===== config.mk =====
export PLATFORM = sky130hd
export DESIGN_NAME = counter_dispatcher
export DESIGN_NICKNAME = d
export VERILOG_FILES = /design/src/rtl/counter_dispatcher.sv
export SDC_FILE = /design/constraint.sdc
export NUM_CORES = 1
export LEC_CHECK = 0
export BUFFER_PORTS_ARGS = -buffer_cell sky130_fd_sc_hd__buf_2
export CORE_UTILIZATION = 56
export DETAILED_ROUTE_END_ITERATION = 8
export MAX_ROUTING_LAYER = met4
export PLACE_DENSITY_LB_ADDON = 0.1
export SLEW_MARGIN = 40
export SYNTH_ARGS = -nofsm -noshare
export SYNTH_HDL_FRONTEND = slang
export SYNTH_SLANG_ARGS = --single-unit

===== constraint.sdc =====
create_clock -name clk -period 8.04 [get_ports clk]
set_input_delay 0.402 -clock clk [delete_from_list [all_inputs] [get_ports clk]]
set_output_delay 0.402 -clock clk [all_outputs]
set_load 0.005 [all_outputs]

===== src/rtl/counter_dispatcher.sv =====
// counter_dispatcher: pops customers from a first-word-fall-through FIFO and
// loads each one into a free service counter, which then counts its service
// time down to zero.
// Build option: define RR_ARB_EN for round-robin grant. Without it the lowest
// free counter index wins. The port list is the same in both builds.

// One service counter: FREE -> SERVING on load, SERVING -> FREE when rem hits 1.
module counter_dispatcher_lane #(
    parameter int NUM_W = 4,
    parameter int TIM_W = 4
) (
    input  logic             clk,
    input  logic             rst,
    input  logic             load,
    input  logic [NUM_W-1:0] num_in,
    input  logic [TIM_W-1:0] tim_in,
    output logic             ld,
    output logic             busy,
    output logic [NUM_W-1:0] num,
    output logic [TIM_W-1:0] rem,
    output logic             done
);
    // This counter completes at the coming edge.
    assign done = busy && (rem == TIM_W'(1));

    // Load, countdown and release of one counter. A zero service time is
    // served as one cycle so every customer occupies the counter at least once.
    always_ff @(posedge clk) begin
        if (rst) begin
            ld   <= 1'b0;
            busy <= 1'b0;
            num  <= '0;
            rem  <= '0;
        end else begin
            ld <= load;
            if (load) begin
                busy <= 1'b1;
                num  <= num_in;
                rem  <= (tim_in == '0) ? TIM_W'(1) : tim_in;
            end else if (busy) begin
                if (done) begin
                    busy <= 1'b0;
                    num  <= '0;
                    rem  <= '0;
                end else begin
                    rem <= rem - TIM_W'(1);
                end
            end
        end
    end
endmodule

module counter_dispatcher #(
    parameter int N_CNT = 3,
    parameter int NUM_W = 4,
    parameter int TIM_W = 4
) (
    input  logic                   clk,
    input  logic                   rst,
    input  logic                   fifo_emp,
    input  logic [NUM_W-1:0]       fifo_num,
    input  logic [TIM_W-1:0]       fifo_tim,
    output logic                   fifo_re,
    output logic [N_CNT-1:0]       ld,
    output logic [N_CNT-1:0]       busy,
    output logic [N_CNT*NUM_W-1:0] num_out,
    output logic [N_CNT*TIM_W-1:0] rem_out,
    output logic [7:0]             served
);
    logic [N_CNT-1:0] free;
    logic [N_CNT-1:0] gnt;
    logic [N_CNT-1:0] load;
    logic [N_CNT-1:0] done;
    logic [3:0]       n_done;
    logic [8:0]       served_sum;
    logic             found;

    // Free set comes from registered state only, so a counter finishing at an
    // edge is not grantable until the following cycle.
    assign free    = ~busy;
    assign fifo_re = !rst && !fifo_emp && (free != '0);
    assign load    = fifo_re ? gnt : '0;

`ifdef RR_ARB_EN
    localparam int PTR_W = (N_CNT > 1) ? $clog2(N_CNT) : 1;

    logic [PTR_W-1:0] ptr;
    logic [PTR_W-1:0] gidx;

    // Round-robin pick: first free counter at or after ptr, else wrap to the
    // lowest free one (which is necessarily below ptr).
    always_comb begin
        gnt   = '0;
        gidx  = '0;
        found = 1'b0;
        for (int i = 0; i < N_CNT; i++) begin
            if (!found && free[i] && (PTR_W'(i) >= ptr)) begin
                gnt[i] = 1'b1;
                gidx   = PTR_W'(i);
                found  = 1'b1;
            end
        end
        for (int i = 0; i < N_CNT; i++) begin
            if (!found && free[i]) begin
                gnt[i] = 1'b1;
                gidx   = PTR_W'(i);
                found  = 1'b1;
            end
        end
    end

    // Advance the pointer past the counter just granted.
    always_ff @(posedge clk) begin
        if (rst) begin
            ptr <= '0;
        end else if (fifo_re) begin
            ptr <= (gidx == PTR_W'(N_CNT - 1)) ? '0 : gidx + PTR_W'(1);
        end
    end
`else
    // Fixed priority pick: lowest free index.
    always_comb begin
        gnt   = '0;
        found = 1'b0;
        for (int i = 0; i < N_CNT; i++) begin
            if (!found && free[i]) begin
                gnt[i] = 1'b1;
                found  = 1'b1;
            end
        end
    end
`endif

    genvar gi;
    generate
        for (gi = 0; gi < N_CNT; gi++) begin : g_lane
            counter_dispatcher_lane #(
                .NUM_W (NUM_W),
                .TIM_W (TIM_W)
            ) u_lane (
                .clk    (clk),
                .rst    (rst),
                .load   (load[gi]),
                .num_in (fifo_num),
                .tim_in (fifo_tim),
                .ld     (ld[gi]),
                .busy   (busy[gi]),
                .num    (num_out[gi*NUM_W +: NUM_W]),
                .rem    (rem_out[gi*TIM_W +: TIM_W]),
                .done   (done[gi])
            );
        end
    endgenerate

    // Number of counters completing at the coming edge.
    always_comb begin
        n_done = '0;
        for (int i = 0; i < N_CNT; i++) begin
            n_done = n_done + 4'(done[i]);
        end
    end

    assign served_sum = {1'b0, served} + 9'(n_done);

    // Completed-customer count, saturating at 255.
    always_ff @(posedge clk) begin
        if (rst) begin
            served <= '0;
        end else begin
            served <= served_sum[8] ? 8'hFF : served_sum[7:0];
        end
    end
endmodule


==> flow_metrics.py <==
metrics = {
    "timing": {
        "final_hold_viol_count": 0,
        "rsz0062_at_grt": "false",
        "period_share": 0.372,
        "slew_headroom": 0.456,
        "finClkSkew_ps": 3.78,
        "tightest_slew_ps": 816,
        "fmax_ghz": 0.334,
        "finalSetupViolations": 0,
        "min_period_ps": 2990,
        "fin_setup_tns_ps": 0,
        "fin_hold_ws_ps": 316,
        "drv_slew": 0,
    },
    "synthesis": {
        "synth_xor_area_frac": 0.0139,
        "synth_edf_count": 0,
        "yosys-top-cells-count": "38 x dfxtp_1, 21 x nor2_1, 16 x a21oi_1",
        "netlist_top_cells_area": "dfxtp_1 40%, ha_1 5.3%, a21oi_1 4.2%, nor2_1 4.2%, a211oi_1 3.6%",
        "synth_fa_ha_area_frac": 0.0742,
        "synth_fp_nets": 231,
        "synth_top_family_by_area": "simple AND/OR/NAND/NOR gates",
        "synthArstFlopShare": 0,
        "synth_area_sq_um": 1890,
        "yosys.area.top_type_share": 0.403,
        "synthCells": 210,
        "postSynth.topFlopCell": "dfxtp_1",
        "syn_area_per_cell_sq_um": 8.99,
        "synth_most_common_cell": "dfxtp_1",
        "synth-compound-area-share": 0.175,
        "synth_seq_cells": 38,
        "seq_area_frac_synth": 0.403,
        "yosysWarnings": 0,
        "synth_simple_gate_area_frac": 0.231,
        "synth.distinct_cells": 52,
        "yosysTopAreaCell": "dfxtp_1",
        "muxShareOfSynthArea": 0.0219,
    },
    "global_routing": {
        "grt_pass1_wl_um": 6390,
        "grt_max_degree": 45,
        "grtUsageTotal": 0.244,
        "overflow": 0,
        "antenna_found_initial": 0,
        "grt_pass1_vias": 1441,
    },
    "worst_setup_path": {
        "critPathSlowestCell": "fa_1",
        "critPathLaunchType": "flop",
        "crit_arrival_ps": 3200,
        "cp_slowest_stage_delay_ps": 470,
        "worstSetupPathType": "flop to flop",
        "worst-path-buf-inv": 2,
        "worst_setup_path_end_kind": "flop",
        "crit_fanout": 6,
        "worstPathCellList": "inv_1 > ha_1 > nand2b_1 > nand3b_1 > inv_1 > fa_1 > ha_1 > fa_1 > and3_1 > a2111oi_0 > nor3_1",
        "critPathRequiredTime_ps": 8250,
        "cp_top_family": "adder cells",
    },
    "clocking": {
        "cts_setup_buffers": 0,
        "cts_hold_buf": 0,
        "cts_tree": "yes",
        "cts_htree_levels": 2,
        "clock_path_buffers": 2,
        "cts_root_buf": "clkbuf_4",
        "clk_pin_slew_ps": 110,
        "worstSkewPairLatency_ps": 340,
        "clock_sinks": 38,
        "cts_resized": 0,
        "cts_buffers": 5,
    },
    "final_layout": {
        "multiInputGateArea_sq_um": 975,
        "ff_latch_area_sq_um": 761,
        "antenna_cells": 0,
        "nNetsFinal": 271,
        "syn2layout_area_growth_pct": 13.8,
        "num-fill-cells": 285,
        "drive_above_1_share": 0.259,
        "utilization": 0.687,
    },
    "die": {
        "die_h_um": 60.1,
        "core_area_sq_um": 3130,
        "row_count": 20,
        "die_w_um": 60.1,
        "start_util": 0.604,
        "ios": 50,
        "dieArea_sq_um": 3610,
    },
    "drt": {
        "drc": 0,
        "avgViaCountPerCell": 5.43,
        "ant_nets": 0,
        "wl_um": 3860,
        "first_pass_iters": 4,
        "wl_per_cell_um": 13.1,
        "drt_iter0_markers": 103,
        "vias": 1603,
    },
    "power": {
        "finalPower_mw": 0.360,
        "ir_drop_mv": 0.101,
        "p_per_area_nw_per_um2": 168,
        "p_leak_nw": 0.952,
    },
    "place": {
        "port-buffer-count": 49,
        "place_congestion": 0.797,
        "dp.final_hpwl_um": 2730,
    },
    "run_status": {
        "run_status": "finished, final reports clean",
    },
    "run": {
        "drv_cap": 0,
    },
    "min_path": {
        "worstHoldPathType": "input port to flop",
    },
}
-- cell type report --
type                       count  area share
timing repair buffer          49       0.114
multi-input combinational    142       0.454
inverter                      14      0.0245
sequential                    38       0.354
tap                           44      0.0256
clock buffer                   7      0.0256
clock inverter                 1     0.00233
-- worst min-delay path, delay by kind of cell --
family / cells / cell delay [ps]
buffers and inverters: 1 / 120
and+or+nand+nor: 1 / 50
AOI/OAI and AO/OA: 1 / 50
-- per-stage QoR --
step	setup WS, ps	area, sq um	std cells
after floorplan	5280	1890	210
after global placement	5140	2090	287
after detailed placement	5070	2090	287
after CTS	5030	2150	295
after global routing	4780	2150	295
final	5050	2150	295
-- flip-flops by register name, summed over array words and instances (netlist names) --
name and cells:
g_lane.u_lane.busy 3, g_lane.u_lane.ld 3, g_lane.u_lane.num 12, g_lane.u_lane.rem 12
served 8
-- routing by layer --
layer | track usage | up-vias | share of wire
met4 | 0.113 | 0 | 0.010
met3 | 0.0519 | 5 | 0.051
li1 | - | 825 | -
met1 | 0.320 | 741 | 0.48
met5 | - | - | 0
met2 | 0.359 | 32 | 0.46
-- power breakdown --
group	internal, mW	total, mW	switching, mW
logic	0.0238	0.0503	0.0265
registers	0.196	0.206	0.0100
clock network	0.0424	0.104	0.0612
total	0.263	0.360	0.0977
-- worst paths after layout --
kind | depth (start not counted) | start | slack, ps | end
worst max-delay path | 11 | g_lane[2].u_lane.rem[1] | 5050 | served[7]
worst min-delay path | 3 | fifo_num[1] | 320 | g_lane[2].u_lane.num[1]
worst max register to register | 11 | g_lane[2].u_lane.rem[1] | 5050 | served[7]
worst min register to register | 2 | g_lane[2].u_lane.num[2] | 470 | g_lane[2].u_lane.num[2]
-- cell usage in the layout (no fill, tap or decap), drive strengths merged, types with 2 or more instances in the layout --
| cell type | synthesis | final |
|---|---|---|
| dfxtp | 38 | 38 |
| nand3b | 2 | 2 |
| nor3b | 2 | 2 |
| and4bb | 3 | 3 |
| mux2i | 3 | 3 |
| and3 | 2 | 2 |
| nor3 | 11 | 11 |
| ha | 8 | 8 |
| a21oi | 16 | 16 |
| xor2 | 2 | 2 |
| a211oi | 9 | 9 |
| nand2b | 4 | 4 |
| clkbuf | 3 | 7 |
| fa | 2 | 2 |
| a22oi | 8 | 8 |
| inv | 14 | 14 |
| or3 | 2 | 2 |
| nor2 | 23 | 23 |
| o21ai | 5 | 5 |
| nand3 | 6 | 6 |
| nor2b | 3 | 3 |
| buf | 13 | 49 |
| a31oi | 2 | 2 |
| nand2 | 10 | 10 |
-- cell families (layout without fill, tap and decap cells) --
family / count (synthesis) / in the layout
xor gates and xnor gates: 3 / 3
AOI/OAI and AO/OA: 50 / 50
buffers and inverters: 30 / 71
adders and majority gates: 10 / 10
and+or+nand+nor: 75 / 75
muxes: 4 / 4
DFF: 38 / 38
No activity file was read; power rests on OpenSTA's default activity.
